**src/rtl/nock_execute.sv**
```systemverilog
// Nock opcode executor: fetches the formula cell referenced by a marked cell,
// evaluates opcode 1 (constant) or 4 (increment) and rewrites the marked cell in place.
`ifndef MEMORY_ADDR_WIDTH
`define MEMORY_ADDR_WIDTH 28
`endif
`ifndef MEMORY_DATA_WIDTH
`define MEMORY_DATA_WIDTH 64
`endif
`ifndef TAG_WIDTH
`define TAG_WIDTH 8
`endif
`ifndef CELL_CELL
`define CELL_CELL 2'b00
`endif
`ifndef CELL_ATOM
`define CELL_ATOM 2'b01
`endif
`ifndef ATOM_CELL
`define ATOM_CELL 2'b10
`endif
`ifndef ATOM_ATOM
`define ATOM_ATOM 2'b11
`endif
`ifndef GET_CONTENTS
`define GET_CONTENTS 2'h1
`endif
`ifndef SET_CONTENTS
`define SET_CONTENTS 2'h2
`endif

module nock_execute (
    input  logic                          clk,
    input  logic                          rst,
    input  logic                          execute_start,
    input  logic [`MEMORY_ADDR_WIDTH-1:0] execute_address,
    input  logic [`TAG_WIDTH-1:0]         execute_tag,
    input  logic [`MEMORY_DATA_WIDTH-1:0] execute_data,
    input  logic                          mem_ready,
    input  logic [`MEMORY_DATA_WIDTH-1:0] read_data,
    output logic                          mem_execute,
    output logic [1:0]                    mem_func,
    output logic [`MEMORY_ADDR_WIDTH-1:0] address,
    output logic [`MEMORY_DATA_WIDTH-1:0] write_data,
    output logic                          execute_finished,
    output logic [3:0]                    execute_return_sys_func,
    output logic [3:0]                    execute_return_state,
    output logic [7:0]                    error
);
    localparam int AW = `MEMORY_ADDR_WIDTH;
    localparam int DW = `MEMORY_DATA_WIDTH;
    localparam int TW = `TAG_WIDTH;
    localparam int VW = (DW - TW) / 2;

    typedef enum logic [2:0] {
        IDLE, RD_REQ, RD_WAIT, DECODE, WR_REQ, WR_WAIT, DONE, HOLD
    } state_t;

    state_t          state;
    logic [AW-1:0]   cell_addr;
    logic [TW-1:0]   cell_tag;
    logic [DW-1:0]   cell_data;
    logic [DW-1:0]   form;

    logic [TW-1:0]   form_tag;
    logic [VW-1:0]   form_hed;
    logic [VW-1:0]   form_tel;
    logic [VW-1:0]   subject;
    logic [VW-1:0]   cell_tel;

    logic [7:0]      dec_err;
    logic [VW-1:0]   dec_result;
    logic            dec_atom;
    logic [TW-1:0]   new_tag;

    assign form_tag = form[DW-1 -: TW];
    assign form_hed = form[2*VW-1 -: VW];
    assign form_tel = form[VW-1:0];
    assign subject  = cell_data[2*VW-1 -: VW];
    assign cell_tel = cell_data[VW-1:0];

    always_comb begin
        dec_err    = 8'h00;
        dec_result = '0;
        dec_atom   = 1'b0;
        if (!((form_tag[1:0] == `ATOM_ATOM) || (form_tag[1:0] == `ATOM_CELL))) begin
            dec_err = 8'h02;
        end else if (form_hed == VW'(1)) begin
            dec_result = form_tel;
            dec_atom   = (form_tag[1:0] == `ATOM_ATOM) || (form_tag[1:0] == `CELL_ATOM);
        end else if (form_hed == VW'(4)) begin
            if (!((cell_tag[1:0] == `ATOM_ATOM) || (cell_tag[1:0] == `ATOM_CELL))) begin
                dec_err = 8'h02;
            end else if (&subject) begin
                dec_err = 8'h03;
            end else begin
                dec_result = subject + VW'(1);
                dec_atom   = 1'b1;
            end
        end else begin
            dec_err = 8'h01;
        end
    end

    // Execute mark and visit flags are cleared so traversal sees a fresh cell.
    assign new_tag = (cell_tag & TW'(8'h70)) |
                     TW'(dec_atom ? `ATOM_ATOM : `CELL_ATOM);

    always_ff @(posedge clk) begin
        if (rst) begin
            state                   <= IDLE;
            cell_addr               <= '0;
            cell_tag                <= '0;
            cell_data               <= '0;
            form                    <= '0;
            mem_execute             <= 1'b0;
            mem_func                <= 2'h0;
            address                 <= '0;
            write_data              <= '0;
            execute_finished        <= 1'b0;
            execute_return_sys_func <= 4'h0;
            execute_return_state    <= 4'h0;
            error                   <= 8'h00;
        end else begin
            case (state)
                IDLE: begin
                    if (execute_start) begin
                        cell_addr               <= execute_address;
                        cell_tag                <= execute_tag;
                        cell_data               <= execute_data;
                        address                 <= execute_data[AW-1:0];
                        mem_func                <= `GET_CONTENTS;
                        mem_execute             <= 1'b1;
                        error                   <= 8'h00;
                        execute_return_sys_func <= 4'h0;
                        execute_return_state    <= 4'h0;
                        state                   <= RD_REQ;
                    end
                end
                RD_REQ: begin
                    mem_execute <= 1'b0;
                    state       <= RD_WAIT;
                end
                RD_WAIT: begin
                    if (mem_ready) begin
                        form  <= read_data;
                        state <= DECODE;
                    end
                end
                DECODE: begin
                    if (dec_err != 8'h00) begin
                        error                   <= dec_err;
                        execute_return_sys_func <= 4'h3;
                        execute_return_state    <= 4'hF;
                        execute_finished        <= 1'b1;
                        state                   <= DONE;
                    end else begin
                        address     <= cell_addr;
                        write_data  <= {new_tag, dec_result, VW'(0)};
                        mem_func    <= `SET_CONTENTS;
                        mem_execute <= 1'b1;
                        state       <= WR_REQ;
                    end
                end
                WR_REQ: begin
                    mem_execute <= 1'b0;
                    state       <= WR_WAIT;
                end
                WR_WAIT: begin
                    if (mem_ready) begin
                        execute_return_sys_func <= 4'h0;
                        execute_return_state    <= 4'h0;
                        execute_finished        <= 1'b1;
                        state                   <= DONE;
                    end
                end
                DONE: begin
                    execute_finished <= 1'b0;
                    state            <= HOLD;
                end
                HOLD: begin
                    if (!execute_start) state <= IDLE;
                end
                default: state <= IDLE;
            endcase
        end
    end

    logic unused_ok;
    assign unused_ok = ^cell_tel;
endmodule

```
**config.mk**
```make
export PLATFORM = sky130hd
export DESIGN_NAME = nock_execute
export DESIGN_NICKNAME = d
export VERILOG_FILES = /design/src/rtl/nock_execute.sv
export SDC_FILE = /design/constraint.sdc
export NUM_CORES = 1
export LEC_CHECK = 0
export CAP_MARGIN = 20
export CELL_PAD_IN_SITES_DETAIL_PLACEMENT = 0
export CELL_PAD_IN_SITES_GLOBAL_PLACEMENT = 1
export CORE_UTILIZATION = 33
export CTS_BUF_LIST = sky130_fd_sc_hd__clkbuf_4 sky130_fd_sc_hd__clkbuf_8
export DETAILED_ROUTE_END_ITERATION = 8
export GPL_ROUTABILITY_DRIVEN = 0
export PLACE_DENSITY_LB_ADDON = 0.1
export SLEW_MARGIN = 10
export SYNTH_ARGS = -nofsm -noshare
export SYNTH_HDL_FRONTEND = slang
export SYNTH_SLANG_ARGS = --single-unit
```
**constraint.sdc**
```tcl
create_clock -name clk -period 2.9 [get_ports clk]
set_input_delay 0.58 -clock clk [delete_from_list [all_inputs] [get_ports clk]]
set_output_delay 0.58 -clock clk [all_outputs]
set_load 0.02 [all_outputs]
```
==> summary.txt <==
Clock tree
  – Max Root-Sink Buffers: 2
  – Clock sink count: 189
  – # resized after CTS: 0
  – Setup Fix Bufs, Post-CTS: 0
  – CTS tree: yes
  – Root Driver: clkbuf_8
  – Clock latency on the worst-skew pair: 0.46 ns
  – Total CTS buffers: 17
  – Cts hold-fix bufs: 0
  – Clock Pin Slew Worst Setup and Hold Paths: 0.10 ns
  – CTS H-tree lvls: 4

Power
  – Clock share of power: 33.7%
  – Combinational Power Share: 16.5%
  – Int Pwr: 4.16 mW
  – Power Dens Cells: 531 nW/µm²
  – Total power: 5.74 mW
  – Sw Ratio: 27.6%
  – Leak: 3.83 nW
  – Max VDD drop: 0.263 mV
  – P_sw: 1.59 mW
  – Flop pwr share: 49.8%

Routing
  – Remaining antenna violation count: 0
  – Remaining DRCs: 0
  – DR vias/cell: 4.78
  – Detailed Route Iter0 Violations: 373
  – Wirelength, routed: 23.4 mm
  – First-pass iteration count of the detailed router: 4
  – WL per Instance: 15.7 µm
  – DR vias: 7127

Critical path
  – Critical Path AT: 2.83 ns
  – WP data required: 3.24 ns
  – Crit Path Class: flop to flop
  – CP Capture Type: flop
  – Crit start category: flop
  – Worst Path Max Fanout: 29
  – R2R depth: 8

Floorplan
  – Die Footprint: 24800 µm²
  – Rows: 56
  – Die width: 157 µm
  – IO Pins: 280
  – Initial Util: 33.8%
  – CORE AREA: 23500 µm²
  – Die span in y: 157 µm

STA
  – Final setup vio count: 0
  – Min Tclk post-route: 2.50 ns
  – Max-slew violations: 0
  – Total Neg Setup Slack: 0 ns
  – Least-Margin Pin Slew: 0.601 ns
  – Period Utilization, post-route: 86.1%
  – Max_slew headroom: 60.0%
  – Setup ws final: 0.404 ns
  – Hold Vio Cnt, Final: 0
  – Worst Skew: 0.0176 ns
  – Peak Freq: 401 MHz
  – Hold_ws: 0.459 ns
  – RSZ-0062 raised after global routing: false

Worst hold path
  – HP Class: flop to flop
  – Worst Hold Path Cells: 2

Logic synthesis
  – Flops & latches, synth: 189
  – Area contributors post-synth: dfxtp_1 (47%), nand2_1 (12%), a21oi_1 (8.4%), buf_4 (4.1%), a221o_1 (3.5%)
  – Yosys cell types: 51
  – Post-synth EDFFs: 0
  – Cells after synthesis: 965
  – Post-synth top flop: dfxtp_1
  – FFs w/ async S/R, synth: 0%
  – Warnings from Yosys: 0
  – Area of the mapped netlist: 7970 µm²
  – Seq/Total Area, Yosys: 47.5%
  – Syn avg cell area: 8.26 µm²
  – Top-count cell post-synth: nand2_1
  – Synth top area share: 47.5%
  – Most frequent cells after synthesis: nand2_1 (257), dfxtp_1 (189), a21oi_1 (133), clkbuf_1 (51), buf_4 (44)
  – Cell type with the highest aggregate area in the netlist: dfxtp_1

Job
  – Maxcap violations: 0

Placed design
  – Post-DP HPWL: 16.0 mm
  – Post-Place Cells: 1462
  – Buffers added on ports: 222
  – Post-placement setup slack: -0.0366 ns
  – Cell Area, Placed: 10400 µm²

GRT
  – Initial antenna violation count: 0
  – First-pass GRT wire length: 36.1 mm
  – Remaining Overflow, GRT: 0
  – GRT busiest layer: met2
  – GRT Resource Usage Total: 18.8%
  – GR Util met2: 30.8%
  – GRT met1 Usage: 24.9%
  – Met3 Use GR: 4.43%
  – Vias in the first global route: 6784
  – Largest net degree at the start of global routing: 54

Outcome
  – Outcome: complete, no violations

Final layout
  – Non-filler cells, final: 1492
  – Area grow syn2layout: 35.8%
  – Fin nets: 1331
  – Layout cells sized above 1: 6.48%
  – Finished Core Util: 45.9%
  – # diodes: 0
  – Final Cell Area: 10800 µm²
[final timing paths]
path / to / start / slack (ns)
setup / recovery: address[14]$_SDFFE_PP0P_ / cell_data[28]$_SDFFE_PP0P_ / 0.40
hold reg to reg: form[40]$_SDFFE_PP0P_ / form[40]$_SDFFE_PP0P_ / 0.46
hold / removal: form[40]$_SDFFE_PP0P_ / form[40]$_SDFFE_PP0P_ / 0.46
setup reg to reg: address[14]$_SDFFE_PP0P_ / cell_data[28]$_SDFFE_PP0P_ / 0.40
[area by class of cell]
type	instances	area [µm²]
timing repair buffer	250	2470
sequential	189	3780
clock inverter	12	184
tap	319	399
inverter	4	15.0
fill	2416	12700
multi-input combinational	700	3720
clock buffer	18	248
[logic make-up after synthesis]
group	Yosys count	synth area share (%)
xor+xnor	26	2.86
simple gates	387	21.3
fa+ha+maj	1	0.157
buf+inv	114	8.01
compound gates	244	19.7
flops	189	47.5
mux	3	0.377
other cells	1	0.0471
[critical path, stage by stage, from the launching register on]
cell and delay (ns):
dfxtp_1 0.44, ha_1 0.21, nand3_1 0.12, or4_4 0.55
o21a_4 0.24, a21oi_2 0.18, nor3_2 0.06, buf_4 0.25
a221o_1 0.32
[cells in the final DEF, fill, tap and decap left out, types with 4 or more instances in the layout]
cell	count
dfxtp_1	189
and2_1	31
clkdlybuf4s50_1	221
xor2_1	5
a221o_1	28
nor2_1	36
a22oi_1	27
nand3_1	11
o2bb2ai_1	9
nor2b_1	5
xnor2_1	21
a21o_1	4
bufinv_16	4
and3_1	5
conb_1	39
buf_4	26
a211oi_1	12
clkbuf_8	18
inv_1	4
a21oi_1	133
o21bai_1	7
nand4_1	11
nand2_1	256
nor4_1	8
o21ai_0	11
[registers in the layout, indices dropped and copies added (netlist names)]
signal	cells
cell_tag	4
cell_addr	28
mem_execute	1
address	28
mem_func	2
state	3
execute_return_state	1
error	2
execute_finished	1
cell_data	28
write_data	33
form	58
[per-layer routing]
metal  part of all wire (%)  wire length (µm)
met1                     47             10900
met2                     46             10900
met3                    5.6              1320
met4                    1.3               305
met5                      0                 0
[power by group through the flow]
stage	registers, mW	clock network (mW)	logic [mW]
finish	2.86	1.94	0.945
global route	2.88	2.11	1.04
CTS	2.86	2.02	0.959
detailed placement	2.92	0	0.957
global placement	2.92	0	0.952
floorplan	2.93	0	0.512
Power figures use the tool's default switching activity.
